$ cat config.mk
export PLATFORM = sky130hd
export DESIGN_NAME = aux_perf_counter_bank
export DESIGN_NICKNAME = d
export VERILOG_FILES = /design/src/rtl/aux_perf_pkg.sv /design/src/rtl/aux_perf_channel.sv /design/src/rtl/aux_perf_counter_bank.sv
export SDC_FILE = /design/constraint.sdc
export NUM_CORES = 1
export LEC_CHECK = 0
export ABC_CLOCK_PERIOD_IN_PS = 3820
export CORE_ASPECT_RATIO = 1.75
export CORE_MARGIN = 4
export CORE_UTILIZATION = 30
export CTS_CLUSTER_SIZE = 25
export DETAILED_ROUTE_END_ITERATION = 16
export GPL_TIMING_DRIVEN = 0
export PLACE_DENSITY_LB_ADDON = 0.12
export SYNTH_ARGS = -nofsm -noshare
export SYNTH_HDL_FRONTEND = slang
export SYNTH_SLANG_ARGS = --single-unit
$ cat constraint.sdc
create_clock -name clk -period 3.82 [get_ports clk]
set_input_delay 0.955 -clock clk [delete_from_list [all_inputs] [get_ports clk]]
set_output_delay 0.955 -clock clk [all_outputs]
set_load 0.005 [all_outputs]
$ cat src/rtl/aux_perf_pkg.sv
// Shared definitions for the performance counter bank: FSM encoding and the
// channel numbering used by the 7-segment display mux.
package aux_perf_pkg;

  typedef enum logic {
    PERF_RUN    = 1'b0,
    PERF_FROZEN = 1'b1
  } perf_state_e;

  localparam int unsigned PERF_CH_CYC  = 0;
  localparam int unsigned PERF_CH_JMP  = 1;
  localparam int unsigned PERF_CH_BCH  = 2;
  localparam int unsigned PERF_CH_BED  = 3;
  localparam int unsigned PERF_CH_BUB  = 4;
  localparam int unsigned PERF_CH_LU   = 5;
  localparam int unsigned PERF_NUM_EVT = 6;

endpackage

$ cat src/rtl/aux_perf_channel.sv
// One event channel: live counter, snapshot shadow and sticky overflow flag.
module aux_perf_channel
  import aux_perf_pkg::*;
#(
  parameter int CntBit   = 32,
  parameter bit Saturate = 1'b0
) (
  input  logic              clk,
  input  logic              rst,
  input  logic              i_cnt_en,
  input  logic              i_clr,
  input  logic              i_snap,
  output logic [CntBit-1:0] o_cnt,
  output logic [CntBit-1:0] o_shadow,
  output logic              o_ovf
);

  logic [CntBit-1:0] r_cnt;
  logic [CntBit-1:0] r_shadow;
  logic              r_ovf;
  logic [CntBit:0]   w_sum;

  // Saturate holds the old value on carry-out; wrap keeps the truncated sum.
  function automatic logic [CntBit-1:0] f_limit(input logic [CntBit-1:0] cur,
                                                input logic [CntBit:0]   sum);
    if (sum[CntBit] && Saturate) return cur;
    return sum[CntBit-1:0];
  endfunction

  assign w_sum = {1'b0, r_cnt} + (CntBit+1)'(1);

  always_ff @(posedge clk) begin
    if (rst) begin
      r_cnt    <= '0;
      r_shadow <= '0;
      r_ovf    <= 1'b0;
    end else begin
      if (i_snap) r_shadow <= r_cnt;
      if (i_clr) begin
        r_cnt <= '0;
        r_ovf <= 1'b0;
      end else if (i_cnt_en) begin
        r_cnt <= f_limit(r_cnt, w_sum);
        if (w_sum[CntBit]) r_ovf <= 1'b1;
      end
    end
  end

  assign o_cnt    = r_cnt;
  assign o_shadow = r_shadow;
  assign o_ovf    = r_ovf;

endmodule

$ cat src/rtl/aux_perf_counter_bank.sv
// Performance counter bank: freeze/run FSM, per-event channels, atomic
// snapshot and a registered indexed readout for the display mux.
module aux_perf_counter_bank
  import aux_perf_pkg::*;
#(
  parameter int NumCh    = 8,
  parameter int CntBit   = 32,
  parameter int IdxBit   = 3,
  parameter bit Saturate = 1'b0
) (
  input  logic              clk,
  input  logic              rst,
  input  logic              en,
  input  logic [NumCh-1:0]  inc,
  input  logic              clr,
  input  logic              snap,
  input  logic              freeze,
  input  logic              thaw,
  input  logic [IdxBit-1:0] sel,
  input  logic              rd_shadow,
  output logic [CntBit-1:0] data_out,
  output logic [NumCh-1:0]  ovf,
  output logic              snap_valid,
  output logic              frozen
);

  perf_state_e       r_state;
  perf_state_e       w_state_nxt;
  logic              w_run;
  logic [CntBit-1:0] w_cnt    [NumCh];
  logic [CntBit-1:0] w_shadow [NumCh];
  logic [CntBit-1:0] w_rd;
  logic [CntBit-1:0] r_data_out;
  logic              r_snap_valid;

  always_ff @(posedge clk) begin
    if (rst) r_state <= PERF_RUN;
    else     r_state <= w_state_nxt;
  end

  // freeze and thaw together toggle, since each is only looked at in its own state.
  always_comb begin
    w_state_nxt = r_state;
    case (r_state)
      PERF_RUN:    if (freeze) w_state_nxt = PERF_FROZEN;
      PERF_FROZEN: if (thaw)   w_state_nxt = PERF_RUN;
    endcase
  end

  assign w_run  = (r_state == PERF_RUN) && en;
  assign frozen = (r_state == PERF_FROZEN);

  for (genvar gi = 0; gi < NumCh; gi++) begin : g_ch
    aux_perf_channel #(
      .CntBit   (CntBit),
      .Saturate (Saturate)
    ) u_ch (
      .clk      (clk),
      .rst      (rst),
      .i_cnt_en (w_run && inc[gi]),
      .i_clr    (clr),
      .i_snap   (snap),
      .o_cnt    (w_cnt[gi]),
      .o_shadow (w_shadow[gi]),
      .o_ovf    (ovf[gi])
    );
  end

  // Indices at or above NumCh match no channel and fall through to zero.
  always_comb begin
    w_rd = '0;
    for (int i = 0; i < NumCh; i++) begin
      if (sel == IdxBit'(i)) w_rd = rd_shadow ? w_shadow[i] : w_cnt[i];
    end
  end

  always_ff @(posedge clk) begin
    if (rst) begin
      r_data_out   <= '0;
      r_snap_valid <= 1'b0;
    end else begin
      r_data_out <= w_rd;
      if (snap) r_snap_valid <= 1'b1;
    end
  end

  assign data_out   = r_data_out;
  assign snap_valid = r_snap_valid;

endmodule

# --- Word level (Yosys, flattened, before mapping) ---
# Cells that the tools add are included.
totals:
  output_inout_bits: 42
  reg_bits: 554
  word_cells: 81
  input_bits: 19
classes:
  muxes: 19
  add_sub_neg: 8
  bitwise: 1
  n_eq_ne: 7
  reduce_logical: 19
ops:
  columns: ["cell", "n"]
  rows:
  - ["$mux W32", 16]
  - ["$add A32 B1 Y33 const B", 8]
  - ["$reduce_and A2 Y1", 8]
  - ["$eq A3 B3 Y1 const B", 4]
  - ["$logic_and A1 B1 Y1", 9]
  - ["$eq A3 B2 Y1 const B", 2]
  - ["$eq A3 B1 Y1 const B", 1]
  - ["$logic_not A3 Y1", 1]
  - ["$mux W1", 2]
  - ["$pmux W1 S2", 1]
  - ["$reduce_or A2 Y1", 1]
  - ["$not A1 Y1", 1]

# --- Logic depth before layout (Yosys ltp) ---
# Gate-level depths: netlist (run 1).
depth:
  ltp_word: 9
  ltp_mapped: 8
  ltp_nobuf: 5

# --- Hierarchy ---
# From an unflattened synthesis (run 1), not the netlist that was laid out.
hier_totals:
  hier_cells: 3023
  hier_area_um2: 27853.0
modules_own_cells:
  columns: ["module", "n_inst", "seq_area_each_um2", "cells_per_inst", "area_per_inst_um2"]
  rows:
  - ["aux_perf_channel (g_ch[0].u_ch ...)", 7, 1301.2, 287, 2673.8]
  - ["aux_perf_counter_bank", 1, 680.7, 723, 6389.9]
  - ["aux_perf_channel (g_ch[7].u_ch)", 1, 1301.2, 291, 2746.4]

# --- Worst setup path before layout (run 1) ---
# Ideal clock, no wire load.
synth_timing:
  path_type: "in2reg"
  start: "in rd_shadow"
  end: "reg r_data_out[10] (netlist: data_out[10])"
  arrival_time_ns: 2.499
  cell_stages: 8
  slack_ns: 1.190
  n_path_buf: 4
  required_ns: 3.689
  setup_ns: 0.131
  cell_sequence: "buf_2 > buf_2 > buf_1 > buf_1 > mux2i_1 > nor2_1 > a21oi_1 > o41ai_1"
synth_between:
  elab_chain_cells: 9
  elab_cells_between_ends: 16
  cone_classes: "mux: 16"
synth_rtl:
  columns: ["item", "line_no", "text"]
  rows:
  - ["start: declaration", "aux_perf_counter_bank.sv:20", "input logic rd_shadow,"]
  - ["$mux W32 (8 in series)", "aux_perf_counter_bank.sv:73", "if (sel == IdxBit'(i)) w_rd = rd_shadow ? w_shadow[i] : w_cnt[i];"]
  - ["$mux W32 *", "aux_perf_counter_bank.sv:73", null]
  - ["end signal: assignment", "aux_perf_counter_bank.sv:82", "r_data_out <= w_rd;"]
  - ["end: declaration", "aux_perf_counter_bank.sv:33", "logic [CntBit-1:0] r_data_out;"]
# Every way passes the cells marked *; elsewhere a longest branch is shown, timed or not.
# A chain may end at the register's enable or synchronous reset.

# --- Final worst setup path (run 1) ---
layout_timing:
  start: "in sel[1]"
  end: "reg r_data_out[9] (netlist: data_out[9])"
layout_between:
  elab_chain_cells: 9
  elab_cells_between_ends: 16
  cone_classes: "eq/ne: 7; mux: 8; reduce/logical: 1"
layout_rtl:
  columns: ["item", "line_no", "text"]
  rows:
  - ["start: declaration", "aux_perf_counter_bank.sv:19", "input logic [IdxBit-1:0] sel,"]
  - ["$logic_not A3 Y1", "aux_perf_counter_bank.sv:73", null]
  - ["$mux W32 (7 in series)", "aux_perf_counter_bank.sv:73", null]
  - ["$mux W32 *", "aux_perf_counter_bank.sv:73", null]
# Marks and branches as above.

==> PnR_summary.wiki, run 1 <==
{| class="wikitable"
! Metric !! Value
|-
| Max Buffers Root-to-Sink || 3
|-
| Setup repair bufs after CTS || 0
|-
| Congestion Overflow GR || 0
|-
| Final #Nets || 3,172
|-
| Post-synth top flop || dfxtp_1
|-
| Final-layout worst hold slack || 466 ps
|-
| Outcome || completed
|-
| Vias/cell || 5.44
|-
| Final count of pins violating max slew || 0
|-
| Slew HR || 11.0%
|-
| Max Clock Freq || 262 MHz
|-
| Master cell of the clock root buffer || clkbuf_16
|-
| H-tree levels || 2
|-
| Wire length of the first global-routing pass || 150 mm
|-
| Core area || 89,300 um^2
|-
| DRT Wirelength || 103 mm
|-
| Gate count after technology mapping || 3,031
|-
| Worst Clk Skew || 37.9 ps
|-
| Net count after synthesis || 3,058
|-
| Drc violations || 0
|-
| Antenna Violating Nets Remaining || 0
|-
| Worst endpoint required time || 4250 ps
|-
| Number of synthesis warnings || 0
|-
| Port Buffer Count || 55
|-
| Clock slew seen by the registers of the worst setup and hold paths || 60 ps
|-
| Fraction of registers with async set/reset || 0%
|-
| Fraction of final layout cells with drive strength greater than 1 || 4.98%
|-
| Detail Route met3 WL || 3.85 mm
|-
| VDD IR max || 0.369 mV
|-
| Final number of setup-violating endpoints || 0
|-
| Top area cells in the synthesized netlist || dfxtp_1 41%, mux2i_1 18%, nor2_1 5.3%
|-
| Starting density of the core || 30.2%
|-
| Die area || 95,000 um^2
|-
| Max Cap Violations || 0
|-
| Tightest Pin Transition || 1330 ps
|-
| Dominant cell type by area after synthesis || dfxtp_1
|-
| Post-layout total power || 12.9 mW
|-
| TritonCTS sink count || 554
|-
| Horizontal die dimension || 235 um
|-
| Layout overhead on the synthesized area || 15.3%
|-
| Overall die height || 405 um
|-
| Unrepaired setup endpoints after global routing || no
|-
| Clock tree from TritonCTS || yes
|-
| Crit path arrival time || 4250 ps
|-
| Final critical-path required period || 3810 ps
|-
| Pwr Density || 414 nW/um^2
|-
| Average wire per cell in the routed design || 23.6 um
|-
| Post-cts hold buffer count || 0
|-
| Number of different library cells in the post-synthesis netlist || 56
|-
| Critical path start-end classification || primary input to flop
|-
| Number of endpoints with negative hold slack in the final report || 0
|-
| Share of the clock period used by the worst path || 99.9%
|-
| GRT Util Overall || 20.8%
|-
| Via count of the first global-routing pass || 23,200
|-
| Amount of wire on met2 after detailed routing || 51.2 mm
|-
| Number of flops mapped to enable cells by yosys || 0
|-
| Reg2reg setup slack || 750 ps
|-
| Router iterations before antenna repair || 6
|-
| Crit-path max FO || 10
|-
| Mapped Avg Cell Area || 8.90 um^2
|-
| Clock buffers created by TritonCTS || 57
|-
| Largest net degree at the start of global routing || 15
|-
| Routed metal-1 wire length || 40.1 mm
|-
| Critical path startpoint category || primary input
|-
| Worst skew pair latency || 650 ps
|-
| Count of pins on the block boundary || 61
|-
| HPWL Detailed || 80.0 mm
|-
| Min-Delay Path Class || flop to flop
|-
| Top metal layer carrying routed signals || met4
|-
| Cell Rows || 145
|-
| Number of DRC violations after detailed-routing iteration 0 || 1,566
|-
| FF+latch count, synth || 554
|-
| Initial antenna violation count || 5
|-
| Total number of vias || 23,800
|-
| Synth Cell Area || 27,000 um^2
|-
| Last weighted congestion value of the routability-driven placer || 1.05
|-
| Static leakage power || 10.7 nW
|-
| Area fraction of the dominant cell type after synthesis || 41.1%
|-
| Post-synthesis sequential area ratio || 41.1%
|-
| Worst Setup End Kind || flop
|}
## path summary, 6_finish.rpt
path | start | endpoint | cells past startpoint
max | sel[1] | data_out[9] | 8
min | g_ch[4].u_ch.o_ovf | g_ch[4].u_ch.o_ovf | 1
max reg2reg | frozen | g_ch[2].u_ch.o_ovf | 6
min reg2reg | g_ch[4].u_ch.o_ovf | g_ch[4].u_ch.o_ovf | 1
## cell type report
type / count / area, um^2
multi-input combinational: 2169 / 14700
buffer: 267 / 1090
antenna: 2 / 5.00
tap: 1176 / 1470
fill: 9229 / 58200
inverter: 41 / 154
clock inverter: 20 / 325
clock buffer: 85 / 1720
sequential: 554 / 11100
timing repair buffer: 55 / 551
## cells in the final DEF, fill, tap and decap left out, types with 10 or more instances in the layout
cell type	count
a22o_1	31
mux2i_1	494
or4_1	113
buf_1	48
a211oi_1	27
a21oi_2	12
o31ai_1	101
nor4_1	41
a21oi_1	236
and3_1	14
inv_1	41
nand2_1	118
nor2_1	378
or3_1	57
clkbuf_8	17
nand4_1	80
xnor2_1	45
clkdlybuf4s50_1	55
o21ai_0	75
o41ai_1	37
nand3_1	77
nor3_1	18
nor2b_1	29
o21a_1	11
buf_4	10
xor2_1	38
buf_2	25
clkbuf_1	189
clkbuf_16	58
o22ai_1	31
and4_1	38
dfxtp_1	554
## per-stage QoR
stage	setup TNS (ps)	worst slack (ps)	instances	cell area [um^2]	util (%)
after detailed placement	-29040	-838	4262	29000	32.5
after global placement	-28370	-863	4262	29000	32.5
after CTS	0	19.9	4367	31100	34.8
final	0	5.50	4369	31100	34.8
after floorplan	0	1190	3031	27000	-
after global routing	0	22.3	4369	31100	34.8
## cells in the mapped netlist, types with 2 or more instances
master	number
or4_1	113
nor4_1	41
and2_1	4
nand2b_1	4
buf_1	50
and4b_1	2
buf_2	24
o21ai_0	75
o31a_1	2
nand4_1	80
nor2b_1	29
o211a_1	4
clkbuf_1	180
a22o_1	31
a211oi_1	27
o22ai_1	31
nor4b_1	2
and3_1	14
or4b_1	3
buf_6	2
o311ai_0	2
and4_1	38
o41ai_1	37
nor2_1	378
nand3_1	77
nand3b_1	5
and3b_1	6
buf_4	10
or3_1	57
xnor2_1	45
a21oi_1	248
ha_1	8
nor3_1	18
o31ai_1	101
nand4b_1	6
nand2_1	118
o21a_1	11
dfxtp_1	554
inv_1	41
mux2i_1	494
or2_2	7
xor2_1	38
## critical path, stage by stage
cell	delay, ps
clkdlybuf4s50_1	690
clkbuf_1	390
nand2b_1	160
clkbuf_1	410
clkbuf_1	460
o22ai_1	190
a21oi_1	640
o41ai_1	330
## power breakdown
part           switching (mW)  total, mW  internal (mW)
logic                   0.585      0.850          0.265
clock network            2.55       6.20           3.65
registers              0.0161       5.82           5.80
## metal layers
| metal | vias to the layer above | track usage, % |
|---|---|---|
| li1 | 11300 | - |
| met1 | 11600 | 22.8 |
| met2 | 590 | 37.3 |
| met3 | 215 | 2.57 |
| met4 | 0 | 14.0 |
| met5 | - | 0 |
## sequential cells by signal, indices dropped and copies added, names as in the netlist
signal / count
frozen: 1
g_ch.u_ch.o_ovf: 8
g_ch.u_ch.o_cnt: 256
g_ch.u_ch.o_shadow: 256
snap_valid: 1
data_out: 32
## timing repair
action,in CTS,in global routing
endpoints found under the setup margin,7,5
endpoints found under the hold margin,0,0
gates resized for setup,9,5
pin swaps,0,0
## cell families (layout without fill, tap and decap cells)
group / after synthesis / in the layout / share of synthesized area, %
other: 0 / 2 / 0
xor gates and xnor gates: 83 / 83 / 2.69
adders and majority gates: 8 / 8 / 0.371
DFF: 554 / 554 / 41.1
buffers and inverters: 308 / 468 / 4.60
and+or+nand+nor: 1008 / 1008 / 19.6
muxes: 495 / 495 / 18.4
AOI/OAI and AO/OA: 575 / 575 / 13.3
Power figures use the tool's default switching activity.
==> run 2, diff against run 1 <==
--- a/config.mk
+++ b/config.mk
@@ -6,6 +6,7 @@
 export NUM_CORES = 1
 export LEC_CHECK = 0
 export ABC_CLOCK_PERIOD_IN_PS = 3820
+export CAP_MARGIN = 20
 export CORE_ASPECT_RATIO = 1.75
 export CORE_MARGIN = 4
 export CORE_UTILIZATION = 30
==> PnR_summary.wiki, run 2 (synthesis gave the netlist of run 1 again) <==
{| class="wikitable"
! Metric !! Value
|-
| Outcome || finished with violations
|-
| Violated checks || setup timing
|-
| Clock tree from TritonCTS || yes
|-
| Max Cap Violations || 0 (unchanged)
|-
| Antenna Violating Nets Remaining || 0 (unchanged)
|-
| Final count of pins violating max slew || 0 (unchanged)
|-
| Average wire per cell in the routed design || 23.7 um (+0.16%)
|-
| Final #Nets || 3,176 (+0.13%)
|-
| Clock slew seen by the registers of the worst setup and hold paths || 70 ps (about the same)
|-
| Crit path arrival time || 4320 ps (+70 ps)
|-
| Vias/cell || 5.43 (-0.19%)
|-
| Filler cell count in the final layout || 9,287 (+0.63%)
|-
| Max Clock Freq || 258 MHz (-1.6%)
|-
| HPWL Detailed || 80.6 mm (+0.74%)
|-
| TritonCTS sink count || 554 (unchanged)
|-
| Final-layout worst hold slack || 468 ps (+1.82 ps)
|-
| Horizontal die dimension || 235 um (unchanged)
|-
| Critical path startpoint category || primary input
|-
| Overall die height || 405 um (unchanged)
|-
| Crit-path max FO || 10 (unchanged)
|-
| Number of endpoints with negative hold slack in the final report || 0 (unchanged)
|-
| Worst skew pair latency || 640 ps (about the same)
|-
| Max Buffers Root-to-Sink || 3 (unchanged)
|-
| Critical path start-end classification || primary input to flop
|-
| Last weighted congestion value of the routability-driven placer || 1.05 (unchanged)
|-
| Most frequent standard cell in the layout excluding fill and tap cells || dfxtp_1
|-
| Drc violations || 0 (unchanged)
|-
| Core area || 89,300 um^2 (unchanged)
|-
| Accumulated negative setup slack || -80.0 ps (-80.0 ps)
|-
| Fraction of final layout cells with drive strength greater than 1 || 5.25% (+0.27 points)
|-
| Proportion of power drawn by flip-flops and latches || 45.5% (+0.3 points)
|-
| Pwr Density || 411 nW/um^2 (-0.67%)
|-
| Clk pwr share || 47.8% (-0.4 points)
|-
| Unrepaired setup endpoints after global routing || no
|-
| Starting density of the core || 30.2% (unchanged)
|-
| DRT Wirelength || 104 mm (+0.35%)
|-
| Via count of the first global-routing pass || 23,400 (+0.84%)
|-
| Worst Setup End Kind || flop
|-
| Post-layout util || 34.9% (about the same)
|-
| Layout overhead on the synthesized area || 15.4% (about the same)
|-
| Min-Delay Path Class || flop to flop
|-
| Router iterations before antenna repair || 5 (-1)
|-
| Final critical-path required period || 3880 ps (+62.3 ps)
|-
| GRT Util Overall || 20.8% (+0.074 points)
|-
| Post-cts hold buffer count || 0 (unchanged)
|-
| Total number of vias || 23,800 (-0.0042%)
|-
| NetSw || 3.19 mW (+1.3%)
|-
| Port Buffer Count || 55 (unchanged)
|-
| Slew HR || 17.2% (+6.1 points)
|-
| Count of pins on the block boundary || 61 (unchanged)
|-
| Congestion Overflow GR || 0 (unchanged)
|-
| Worst endpoint required time || 4260 ps (about the same)
|-
| Static leakage power || 10.8 nW (+0.23%)
|-
| Initial antenna violation count || 3 (-2)
|-
| Number of DRC violations after detailed-routing iteration 0 || 1,435 (-8.4%)
|-
| Wire length of the first global-routing pass || 151 mm (+0.47%)
|-
| Setup repair bufs after CTS || 0 (unchanged)
|-
| Clock buffers created by TritonCTS || 56 (-1.8%)
|-
| Largest net degree at the start of global routing || 15 (unchanged)
|-
| Share of the clock period used by the worst path || 101% (+1.6 points)
|-
| VDD IR max || 0.336 mV (-9.2%)
|-
| Cell Rows || 145 (unchanged)
|-
| H-tree levels || 2 (unchanged)
|-
| Master cell of the clock root buffer || clkbuf_16
|-
| Switching fraction of total power || 24.9% (+0.46 points)
|-
| Cell Int Power || 9.60 mW (-1.2%)
|-
| Crit path setup slack, layout || -56.8 ps (-62.3 ps)
|-
| Die area || 95,000 um^2 (unchanged)
|-
| Tightest Pin Transition || 1240 ps (-92.0 ps)
|-
| Final number of setup-violating endpoints || 2 (+2)
|-
| Highest-count cells in the layout ignoring fill and taps || 554 x dfxtp_1, 494 x mux2i_1, 378 x nor2_1, 237 x a21oi_1, 186 x clkbuf_1
|-
| Setup slack after placement || -877 ps (-38.7 ps)
|-
| Worst Clk Skew || 17.1 ps (-20.9 ps)
|-
| Combinational cell fraction of total power || 6.7% (about the same)
|}
run 2: cell count changes in the layout (fill, tap and decap cells not counted):
cell             delta
clkinv_2            +8
buf_8               +4
clkbuf_8            -4
clkbuf_1            -3
a21oi_2             -2
diode_2             +2
inv_6               +2
a21oi_1             +1
a21oi_4             +1
buf_4               +1
clkbuf_16           -1
clkdlybuf4s15_1     -1
clkdlybuf4s15_2     +1
clkinv_8            -1
run 2: final cells by class:
type / count / area, um^2 / area share [%]
diodes: 4 / 10.0 / 0.0322
plain buffers: 267 / 1100 / 3.52
clock buffers: 77 / 1630 / 5.24
clock inverters: 29 / 367 / 1.18
inverters: 41 / 154 / 0.494
multi-input cells: 2169 / 14700 / 47.2
flip-flops and latches: 554 / 11100 / 35.6
well taps: 1176 / 1470 / 4.73
repair buffers: 60 / 618 / 1.99
run 2: power groups by stage:
stage                     combinational [mW]  clock [mW]  sequential, mW
after CTS                              0.859        6.28            5.82
final                                  0.861        6.11            5.82
after floorplan                        0.467           0            5.95
after detailed placement               0.855           0            5.95
after global placement                 0.842           0            5.95
after global routing                   0.891        6.48            5.82
run 2: metal layers:
metal  track usage [%]  part of all wire, %
met1              22.8                   39
met2              37.3                   49
met5                 0                    0
met4              14.7                  8.0
met3              2.42                  3.6
run 2: final timing paths:
path	from	to	slack (ps)	depth (start not counted)
min reg2reg	g_ch[6].u_ch.o_ovf	g_ch[6].u_ch.o_ovf	470	1
max reg2reg	frozen	g_ch[2].u_ch.o_ovf	780	6
max	sel[1]	data_out[9]	-60	8
min	g_ch[6].u_ch.o_ovf	g_ch[6].u_ch.o_ovf	470	1
run 2: critical path, cell delays in order:
cell             delay, ps
clkdlybuf4s50_1        720
clkbuf_1               390
nand2b_1               160
clkbuf_1               460
clkbuf_1               470
o22ai_1                190
a21oi_1                630
o41ai_1                320
run 2: repair_timing:
item	4_1_cts	5_1_grt
setup endpoints to repair	10	5
pin swaps	0	0
gates cloned	0	0
gates resized for setup	10	5
run 2: metrics by stage:
| stage | std cells | total power, mW | area (um^2) |
|---|---|---|---|
| 3_3_place_gp | 4262 | 6.79 | 29000 |
| 2_1_floorplan | 3031 | 6.41 | 27000 |
| 5_1_grt | 4375 | 13.2 | 31100 |
| 4_1_cts | 4373 | 13.0 | 31100 |
| 6_report | 4377 | 12.8 | 31100 |
| 3_5_place_dp | 4267 | 6.80 | 29100 |
==> run 3, diff against run 2 <==
==> constraint.sdc (replaced) <==
create_clock -name clk -period 3.82 [get_ports clk]
set_input_delay 0.382 -clock clk [delete_from_list [all_inputs] [get_ports clk]]
set_output_delay 0.382 -clock clk [all_outputs]
set_load 0.005 [all_outputs]
==> PnR_summary.wiki, run 3 (synthesis gave the netlist of run 1 again) <==
{| class="wikitable"
! Metric !! Value
|-
| Outcome || completed
|-
| Buf+Inv Stages, Crit Path || 4 (unchanged)
|-
| Wire length of the first global-routing pass || 151 mm (about the same)
|-
| Min-Delay Path Class || primary input to flop
|-
| Largest net degree at the start of global routing || 15 (unchanged)
|-
| Most frequent standard cell in the layout excluding fill and tap cells || dfxtp_1
|-
| Crit-path max FO || 10 (unchanged)
|-
| Final-layout worst hold slack || 355 ps (-114 ps)
|-
| Hold Crit Start || snap
|-
| Cell Int Power || 9.60 mW (about the same)
|-
| Average wire per cell in the routed design || 23.7 um (about the same)
|-
| HPWL Detailed || 80.6 mm (unchanged)
|-
| Layout overhead on the synthesized area || 15.2%
|-
| Share of the clock period used by the worst path || 95.3% (-6.2 points)
|-
| Unrepaired setup endpoints after global routing || no
|-
| NetSw || 3.18 mW (-0.21%)
|-
| Reg2reg setup slack || 790 ps (about the same)
|-
| H-tree levels || 2 (unchanged)
|-
| Horizontal die dimension || 235 um (unchanged)
|-
| Filler cell count in the final layout || 9,289 (+0.022%)
|-
| Final critical-path required period || 3640 ps (-238 ps)
|-
| Cell Rows || 145 (unchanged)
|-
| Max Buffers Root-to-Sink || 3 (unchanged)
|-
| Peak per-stage delay on the critical path || 840 ps (+120 ps)
|-
| Max Cap Violations || 0 (unchanged)
|-
| Accumulated negative setup slack || 0 ps (+80.0 ps)
|-
| Starting density of the core || 30.2% (unchanged)
|-
| TritonCTS sink count || 554 (unchanged)
|-
| Setup repair bufs after CTS || 0 (unchanged)
|-
| Master cell of the clock root buffer || clkbuf_16
|-
| Antenna Violating Nets Remaining || 0 (unchanged)
|-
| Highest-count cells in the layout ignoring fill and taps || 554 x dfxtp_1, 494 x mux2i_1, 378 x nor2_1, 248 x a21oi_1, 186 x clkbuf_1
|-
| Post-layout total power || 12.8 mW (about the same)
|-
| Initial antenna violation count || 3 (unchanged)
|-
| Switching fraction of total power || 24.9% (-0.039 points)
|-
| Drc violations || 0 (unchanged)
|-
| Count of pins on the block boundary || 61 (unchanged)
|-
| Die area || 95,000 um^2 (unchanged)
|-
| Router iterations before antenna repair || 5 (unchanged)
|-
| Critical path startpoint category || primary input
|-
| Clk pwr share || 47.8% (about the same)
|-
| Port Buffer Count || 55 (unchanged)
|-
| Critical path start-end classification || primary input to flop
|-
| Worst Clk Skew || 14.9 ps (-2.20 ps)
|-
| Last weighted congestion value of the routability-driven placer || 1.05 (unchanged)
|-
| Fraction of final layout cells with drive strength greater than 1 || 4.85% (-0.41 points)
|-
| Worst Setup End Kind || flop
|-
| Static leakage power || 10.7 nW (-0.15%)
|-
| VDD IR max || 0.334 mV (-0.42%)
|-
| Congestion Overflow GR || 0 (unchanged)
|-
| Worst R2R Path Depth || 6 (unchanged)
|-
| Clock buffers created by TritonCTS || 56 (unchanged)
|-
| Number of DRC violations after detailed-routing iteration 0 || 1,505 (+4.9%)
|-
| Number of endpoints with negative hold slack in the final report || 0 (unchanged)
|-
| Cell count of the worst hold path || 4 (+3)
|-
| Final count of pins violating max slew || 0 (unchanged)
|-
| Capture endpoint of the worst hold path || g_ch[1].u_ch.o_shadow[31]
|-
| DRT Wirelength || 104 mm (about the same)
|-
| Clock slew seen by the registers of the worst setup and hold paths || 70 ps (about the same)
|-
| Crit path arrival time || 4060 ps (-260 ps)
|-
| Worst skew pair latency || 650 ps (about the same)
|-
| GRT Util Overall || 20.8% (about the same)
|-
| Worst r2r src || frozen
|-
| RR Endpoint || g_ch[2].u_ch.o_ovf
|-
| Combinational cell fraction of total power || 6.7% (about the same)
|-
| Post-cts hold buffer count || 0 (unchanged)
|-
| Clock tree from TritonCTS || yes
|-
| Via count of the first global-routing pass || 23,400 (-0.030%)
|-
| Pwr Density || 411 nW/um^2 (+0.13%)
|-
| Core area || 89,300 um^2 (unchanged)
|-
| Kind of cell adding the most delay to the critical path || buffers and inverters
|-
| Max Clock Freq || 275 MHz (+6.5%)
|-
| Final #Nets || 3,176 (unchanged)
|-
| Worst endpoint required time || 4240 ps (-20 ps)
|-
| Proportion of power drawn by flip-flops and latches || 45.5% (about the same)
|-
| Slew HR || 16.3% (-0.89 points)
|-
| Total number of vias || 23,700 (-0.51%)
|-
| Overall die height || 405 um (unchanged)
|-
| Tightest Pin Transition || 1260 ps (+13.3 ps)
|-
| Post-cts sizing count || 0 (-10)
|-
| Critical-path cell list || buf_2 -> buf_2 -> buf_1 -> buf_1 -> mux2i_1 -> nor2_1 -> a21oi_1 -> o41ai_1
|-
| Final number of setup-violating endpoints || 0 (-2)
|-
| Slowest cell on the critical path || a21oi_1
|-
| Vias/cell || 5.41 (-0.51%)
|}
-- run 3: layout make-up --
cell class / instances / area (um^2) / area share (%)
sequential: 554 / 11100 / 35.7
antenna: 4 / 10.0 / 0.0322
multi-input combinational: 2169 / 14600 / 47.1
clock inverter: 29 / 367 / 1.18
inverter: 41 / 154 / 0.495
timing repair buffer: 60 / 618 / 1.99
clock buffer: 77 / 1630 / 5.25
buffer: 267 / 1090 / 3.50
tap: 1176 / 1470 / 4.73
-- run 3: how the worst max path moves through the flow --
| stage | slack [ps] | from | depth (start not counted) | end |
|---|---|---|---|---|
| 3_5_place_dp | -300 | rd_shadow | 8 | data_out[15] |
| 5_1_grt | 180 | sel[1] | 8 | data_out[17] |
| 3_3_place_gp | -290 | sel[1] | 8 | data_out[16] |
| 4_1_cts | 380 | rd_shadow | 8 | data_out[15] |
| 2_1_floorplan | 1760 | rd_shadow | 8 | data_out[10] |
| 6_report | 180 | rd_shadow | 8 | data_out[14] |
-- run 3: power by group through the flow --
stage / combinational, mW / sequential, mW / clock [mW]
after floorplan: 0.467 / 5.95 / 0
after global placement: 0.842 / 5.95 / 0
final: 0.858 / 5.82 / 6.11
after global routing: 0.889 / 5.82 / 6.48
after detailed placement: 0.855 / 5.95 / 0
after CTS: 0.858 / 5.82 / 6.28
-- run 3: worst reg2reg max path, delay by kind of cell, from the launching register on --
kind	cells	cell delay [ps]
flip-flops	1	440
buffers and inverters	2	620
AND/OR/NAND/NOR	3	1740
AO/OA/AOI/OAI	1	180
-- run 3: metrics by stage --
step           cell area (um^2)  cells  setup WS (ps)  util, %
2_1_floorplan             27000   3031           1760        -
3_3_place_gp              29000   4262           -290     32.5
3_5_place_dp              29100   4267           -304     32.6
4_1_cts                   31100   4373            375     34.8
5_1_grt                   31100   4375            185     34.8
6_report                  31100   4377            181     34.8
-- run 3: metal layers --
layer | up-vias | track usage (%) | part of all wire [%]
li1 | 11300 | - | -
met1 | 11500 | 22.8 | 39
met2 | 583 | 37.3 | 49
met3 | 221 | 2.46 | 3.4
met4 | 0 | 14.9 | 8.3
met5 | - | 0 | 0
